File: src/rtl/an_pkg.sv
// Shared constants, FSM state type and LFSR step for the AN-code encoder
// with single-bit error injection.
package an_pkg;

  localparam int A_W   = 5;
  localparam logic [A_W-1:0] A = 5'd29;
  localparam int N_W   = 9;
  localparam int C_W   = 14;
  localparam int N_MAX = 123;

  localparam int LFSR_W = 16;
  localparam logic [LFSR_W-1:0] LFSR_SEED = 16'hACE1;
  // x^16 + x^14 + x^13 + x^11 + 1, expressed as the bits tapped in a right-shifting register
  localparam logic [LFSR_W-1:0] LFSR_TAP_MASK = 16'h002D;

  typedef enum logic [1:0] {
    IDLE = 2'd0,
    MUL  = 2'd1,
    INJ  = 2'd2,
    OUT  = 2'd3
  } an_state_e;

  function automatic logic [LFSR_W-1:0] lfsr_next(input logic [LFSR_W-1:0] s);
    return {^(s & LFSR_TAP_MASK), s[LFSR_W-1:1]};
  endfunction

endpackage

File: src/rtl/an_lfsr16.sv
// 16-bit Fibonacci LFSR choosing the error position; steps once per strobe.
module an_lfsr16
  import an_pkg::*;
#(
  parameter logic [LFSR_W-1:0] SEED = LFSR_SEED
) (
  input  logic              clk,
  input  logic              rst_n,
  input  logic              adv,
  output logic [LFSR_W-1:0] lfsr
);

  // An all-zero register would lock up, so a zero seed becomes 1.
  localparam logic [LFSR_W-1:0] SEED_EFF = (SEED == '0) ? LFSR_W'(1) : SEED;

  always_ff @(posedge clk or negedge rst_n) begin
    if (!rst_n) begin
      lfsr <= SEED_EFF;
    end else if (adv) begin
      lfsr <= lfsr_next(lfsr);
    end
  end

endmodule

File: src/rtl/an_encoder_inj.sv
// Serial shift-add AN-code encoder with optional single-bit error injection.
// Injection hardware is present only when ANENC_ERR_INJ_EN is defined.
module an_encoder_inj
  import an_pkg::*;
#(
  parameter int               A_W   = an_pkg::A_W,
  parameter logic [A_W-1:0]   A     = an_pkg::A,
  parameter int               N_W   = an_pkg::N_W,
  parameter int               C_W   = an_pkg::C_W,
  parameter int               N_MAX = an_pkg::N_MAX,
  parameter logic [15:0]      SEED  = an_pkg::LFSR_SEED
) (
  input  logic           clk,
  input  logic           rst_n,
  // Handshakes: a transfer happens on a rising edge where valid && ready.
  // A producer holds valid and data stable until that edge; ready never
  // depends combinationally on valid.
  input  logic           in_valid,
  output logic           in_ready,
  input  logic [N_W-1:0] in_n,
  input  logic           inj_en,
  input  logic           inj_force_en,
  input  logic [3:0]     inj_force_bit,
  output logic           out_valid,
  input  logic           out_ready,
  output logic [C_W-1:0] out_ane,
  output logic [C_W-1:0] out_an,
  output logic           out_err_flag,
  output logic [3:0]     out_err_bit,
  output logic           out_ovf,
  output an_state_e      dbg_state
);

  localparam int CNT_W = (A_W > 1) ? $clog2(A_W) : 1;

  an_state_e        state;
  logic [N_W-1:0]   n_q;
  logic [C_W-1:0]   acc;
  logic [CNT_W-1:0] cnt;
  logic             ovf_q;
  logic             accept;
  logic             inj_hit;
  logic [3:0]       inj_pos;

  assign in_ready  = (state == IDLE);
  assign accept    = in_ready && in_valid;
  assign dbg_state = state;

`ifdef ANENC_ERR_INJ_EN
  logic        inj_en_q;
  logic        inj_force_en_q;
  logic [3:0]  inj_force_bit_q;
  logic [15:0] lfsr;

  // Steps on every accepted word so INJ sees the freshly advanced value.
  an_lfsr16 #(.SEED(SEED)) u_lfsr (
    .clk   (clk),
    .rst_n (rst_n),
    .adv   (accept),
    .lfsr  (lfsr)
  );

  always_ff @(posedge clk or negedge rst_n) begin
    if (!rst_n) begin
      inj_en_q        <= 1'b0;
      inj_force_en_q  <= 1'b0;
      inj_force_bit_q <= '0;
    end else if (accept) begin
      inj_en_q        <= inj_en;
      inj_force_en_q  <= inj_force_en;
      inj_force_bit_q <= inj_force_bit;
    end
  end

  always_comb begin
    inj_pos = inj_force_en_q ? inj_force_bit_q : lfsr[3:0];
    inj_hit = inj_en_q && (int'(inj_pos) < C_W);
  end
`else
  assign inj_pos = '0;
  assign inj_hit = 1'b0;

  logic unused_inj;
  assign unused_inj = ^{inj_en, inj_force_en, inj_force_bit, SEED};
`endif

  always_ff @(posedge clk or negedge rst_n) begin
    if (!rst_n) begin
      state        <= IDLE;
      n_q          <= '0;
      acc          <= '0;
      cnt          <= '0;
      ovf_q        <= 1'b0;
      out_valid    <= 1'b0;
      out_ane      <= '0;
      out_an       <= '0;
      out_err_flag <= 1'b0;
      out_err_bit  <= '0;
      out_ovf      <= 1'b0;
    end else begin
      case (state)
        IDLE: begin
          if (in_valid) begin
            n_q   <= in_n;
            acc   <= '0;
            cnt   <= '0;
            ovf_q <= (in_n > N_W'(N_MAX));
            state <= MUL;
          end
        end
        MUL: begin
          if (A[cnt]) begin
            acc <= acc + (C_W'(n_q) << cnt);
          end
          cnt <= cnt + 1'b1;
          if (cnt == CNT_W'(A_W - 1)) begin
            state <= INJ;
          end
        end
        INJ: begin
          out_an       <= acc;
          out_ane      <= inj_hit ? (acc ^ (C_W'(1) << inj_pos)) : acc;
          out_err_flag <= inj_hit;
          out_err_bit  <= inj_hit ? inj_pos : 4'd0;
          out_ovf      <= ovf_q;
          out_valid    <= 1'b1;
          state        <= OUT;
        end
        OUT: begin
          // Outputs stay frozen until the consumer takes the word.
          if (out_ready) begin
            out_valid <= 1'b0;
            state     <= IDLE;
          end
        end
        default: state <= IDLE;
      endcase
    end
  end

endmodule

File: config.mk
export PLATFORM = sky130hd
export DESIGN_NAME = an_encoder_inj
export DESIGN_NICKNAME = d
export VERILOG_FILES = /design/src/rtl/an_pkg.sv /design/src/rtl/an_lfsr16.sv /design/src/rtl/an_encoder_inj.sv
export SDC_FILE = /design/constraint.sdc
export NUM_CORES = 1
export LEC_CHECK = 0
export CAP_MARGIN = 40
export CORE_MARGIN = 3
export CORE_UTILIZATION = 49
export DETAILED_ROUTE_END_ITERATION = 8
export PLACE_DENSITY_LB_ADDON = 0.25
export SLEW_MARGIN = 10
export SYNTH_ARGS = -nofsm -noshare
export SYNTH_HDL_FRONTEND = slang
export SYNTH_SLANG_ARGS = --single-unit
File: constraint.sdc
create_clock -name clk -period 3.5 [get_ports clk]
set_input_delay 0.875 -clock clk [delete_from_list [all_inputs] [get_ports clk]]
set_output_delay 0.875 -clock clk [all_outputs]
set_load 0.05 [all_outputs]
==> impl_metrics.json <==
{
  "relSlewSlack_pct": 47.86,
  "avg_vias_per_cell": 5.503,
  "register_clock_pin_slew_on_the_reported_worst_setup_and_hold_paths_ns": 0.08,
  "fillerInstances": 489,
  "synth_enable_flop_cells": 0,
  "startpoint_type": "flip-flop",
  "fmax_ghz": 0.3260,
  "rsz0062_at_grt": "false",
  "layout.cells.most_common_list": "sky130_fd_sc_hd__dfrtp_1 (45), sky130_fd_sc_hd__clkdlybuf4s50_1 (44), sky130_fd_sc_hd__nand2_1 (40)",
  "clock_sink_count": 45,
  "routed_wl_um": 5686,
  "timing.setup.critical_path_class": "flip-flop to flip-flop",
  "gp_routability_congestion": 0.9532,
  "final_max_slew_viol_count": 0,
  "syn2layout_area_growth_pct": 16.56,
  "fp.coreArea_um2": 5675,
  "die_area_um2": 6996,
  "r2r_slack_ns": 0.43,
  "worstPathRequired_ns": 3.69,
  "floorplan.die.height_um": 83.65,
  "grt_antenna_before_repair": 0,
  "port_buffer_cells": 45,
  "final-seq-area_um2": 1126,
  "synth_seq_area_share_pct": 38.12,
  "run_status": "completed",
  "setup.worst_path.end_class": "flip-flop",
  "period_needed_ns": 3.068,
  "hold_viol": 0,
  "cts-buffers-inserted": 5,
  "async_flop_share_pct": 100.0,
  "global_route_wire_length_before_repair_um": 9998,
  "worst_hold_path_type": "flip-flop to flip-flop",
  "data_arrival_critical_path_ns": 3.25,
  "drt_iter0_drc": 110,
  "ys_dominant_reg_cell": "sky130_fd_sc_hd__dfrtp_1",
  "layout_worst_path_cycle_share_pct": 87.65,
  "setup_violations": 0,
  "grt_max_degree": 26,
  "detail-route-antenna-nets": 0,
  "post-route-worst-setup-slack_ns": 0.4321,
  "crit_path_max_fanout": 15,
  "groute.usage.overall_pct": 17.15,
  "syn_area_per_cell_um2": 9.847,
  "dp_slack_ns": 0.4125,
  "totalNegativeSetupSlack_ns": 0,
  "drt-wirelength-per-cell_um": 14.29,
  "clkLatencyLatePin_ns": 0.29,
  "die_w_um": 83.65,
  "max_cap_violations": 0,
  "post-route-drc-count": 0,
  "grt_remaining_overflow": 0,
  "vias": 2190,
  "synthesis.instances": 300,
  "fp-row-count": 27,
  "h-tree-depth": 2,
  "cts_setup_buffers": 0,
  "place_hpwl_um": 4401,
  "max_slew.worst_pin.slew_ns": 0.7821,
  "yosys_warnings": 0,
  "nNetsFinal": 366,
  "worst_clock_skew_ns": 0.01018,
  "synth-seq-cells": 45,
  "floorplan.initialDensity_pct": 52.05,
  "multiInputGateArea_um2": 1602,
  "post_cts_resized": 0,
  "netlist-cell-type-count": 49,
  "synthesis.area_um2": 2954,
  "number_of_primary_i_o_pins": 57,
  "mostFrequentLayoutCell": "sky130_fd_sc_hd__dfrtp_1",
  "detailed_routing_iteration_count_for_the_pre_antenna_repair_pass": 4,
  "tritoncts": "built",
  "clk_root_buffer_cell": "sky130_fd_sc_hd__clkbuf_8",
  "hold_buffer_count_at_cts": 0,
  "clock_tree_buffer_depth": 2,
  "antenna_cells": 0,
  "grt_pass1_vias": 2135,
  "share_of_layout_cells_above_drive_strength_1_pct": 14.11
}
## cells in the mapped netlist (2+ instances only)
cell type | instances | area (µm²)
sky130_fd_sc_hd__inv_1 | 11 | 41.29
sky130_fd_sc_hd__xor2_1 | 6 | 52.55
sky130_fd_sc_hd__a32o_1 | 2 | 20.02
sky130_fd_sc_hd__nor2_1 | 6 | 22.52
sky130_fd_sc_hd__a22o_1 | 3 | 26.28
sky130_fd_sc_hd__nor3_1 | 2 | 10.01
sky130_fd_sc_hd__o21ai_1 | 12 | 60.06
sky130_fd_sc_hd__mux2_2 | 27 | 304.0
sky130_fd_sc_hd__ha_1 | 20 | 250.2
sky130_fd_sc_hd__a21o_1 | 3 | 22.52
sky130_fd_sc_hd__clkbuf_1 | 12 | 45.04
sky130_fd_sc_hd__dfrtp_1 | 45 | 1126
sky130_fd_sc_hd__nand2_1 | 40 | 150.1
sky130_fd_sc_hd__o211ai_1 | 2 | 15.01
sky130_fd_sc_hd__and3_1 | 4 | 25.02
sky130_fd_sc_hd__mux2i_1 | 10 | 100.1
sky130_fd_sc_hd__buf_4 | 19 | 142.6
sky130_fd_sc_hd__a21oi_2 | 2 | 17.52
sky130_fd_sc_hd__o21bai_1 | 2 | 15.01
sky130_fd_sc_hd__xnor2_1 | 5 | 43.79
sky130_fd_sc_hd__a21oi_1 | 7 | 35.03
sky130_fd_sc_hd__o221ai_1 | 2 | 17.52
sky130_fd_sc_hd__o22ai_1 | 3 | 18.77
sky130_fd_sc_hd__o2111ai_1 | 2 | 17.52
sky130_fd_sc_hd__nand3_1 | 13 | 65.06
sky130_fd_sc_hd__o21ai_0 | 13 | 65.06
sky130_fd_sc_hd__inv_2 | 2 | 7.510
sky130_fd_sc_hd__nor2b_1 | 3 | 18.77
sky130_fd_sc_hd__nand2b_1 | 2 | 12.51
## critical path, stage by stage (launching register included)
cell,delay [ns]
sky130_fd_sc_hd__dfrtp_1,0.70
sky130_fd_sc_hd__inv_1,0.22
sky130_fd_sc_hd__nand3_1,0.12
sky130_fd_sc_hd__o21ai_0,0.11
sky130_fd_sc_hd__and2_1,0.18
sky130_fd_sc_hd__ha_1,0.35
sky130_fd_sc_hd__nor2b_1,0.20
sky130_fd_sc_hd__o2111ai_1,0.16
sky130_fd_sc_hd__a31oi_1,0.26
sky130_fd_sc_hd__o2111ai_1,0.20
sky130_fd_sc_hd__a21o_1,0.21
sky130_fd_sc_hd__a32o_1,0.25
## worst paths after layout
path	cells after the start	endpoint	from
setup / recovery	11	acc[12]$_DFFE_PN0P_	cnt[1]$_DFFE_PN0P_
hold / removal	2	ovf_q$_DFFE_PN0P_	ovf_q$_DFFE_PN0P_
setup reg to reg	11	acc[12]$_DFFE_PN0P_	cnt[1]$_DFFE_PN0P_
hold reg to reg	2	ovf_q$_DFFE_PN0P_	ovf_q$_DFFE_PN0P_
max in group asynchronous	2	out_ovf$_DFFE_PN0P_	rst_n
min in group asynchronous	1	out_an[13]$_DFFE_PN0P_	rst_n
## registers in the layout (all words and copies together) (netlist names)
| register | count |
|---|---|
| out_valid | 1 |
| out_ovf | 1 |
| out_an | 14 |
| cnt | 3 |
| dbg_state | 2 |
| ovf_q | 1 |
| acc | 14 |
| n_q | 9 |
## logic make-up after synthesis
logic type | after synthesis | synth area share [%]
buffers and inverters | 45 | 8.174
and+or+nand+nor | 76 | 11.77
AOI/OAI and AO/OA | 64 | 15.71
other | 1 | 0.1269
adders and majority gates | 21 | 9.149
xor gates and xnor gates | 11 | 3.261
muxes | 37 | 13.68
DFF | 45 | 38.12
## layout make-up
| type | instances | area share, % |
|---|---|---|
| multi-input cells | 214 | 46.51 |
| flip-flops and latches | 45 | 32.70 |
| repair buffers | 47 | 13.74 |
| well taps | 72 | 2.616 |
| clock buffers | 5 | 1.999 |
| inverters | 13 | 1.417 |
| clock inverters | 2 | 1.017 |
## stage by stage
stage	cell area (µm²)	cells	hold slack (ns)	util, %
finish	3443	398	0.4886	60.67
global placement	3319	390	0.4590	58.49
floorplan	2969	304	0.4444	-
global route	3443	398	0.5285	60.67
detailed placement	3339	391	0.4762	58.84
CTS	3443	398	0.4960	60.67
## per-layer routing
| metal | GRT usage [%] | wire, µm | part of all wire [%] |
|---|---|---|---|
| met1 | 24.53 | 2807 | 49 |
| met2 | 26.10 | 2575 | 45 |
| met3 | 3.751 | 234 | 4.1 |
| met4 | 4.971 | 69 | 1.2 |
| met5 | 0 | 0 | 0 |
Power is not shown: default switching activity piles up to over one toggle a cycle in this logic, so the estimate is an artifact.
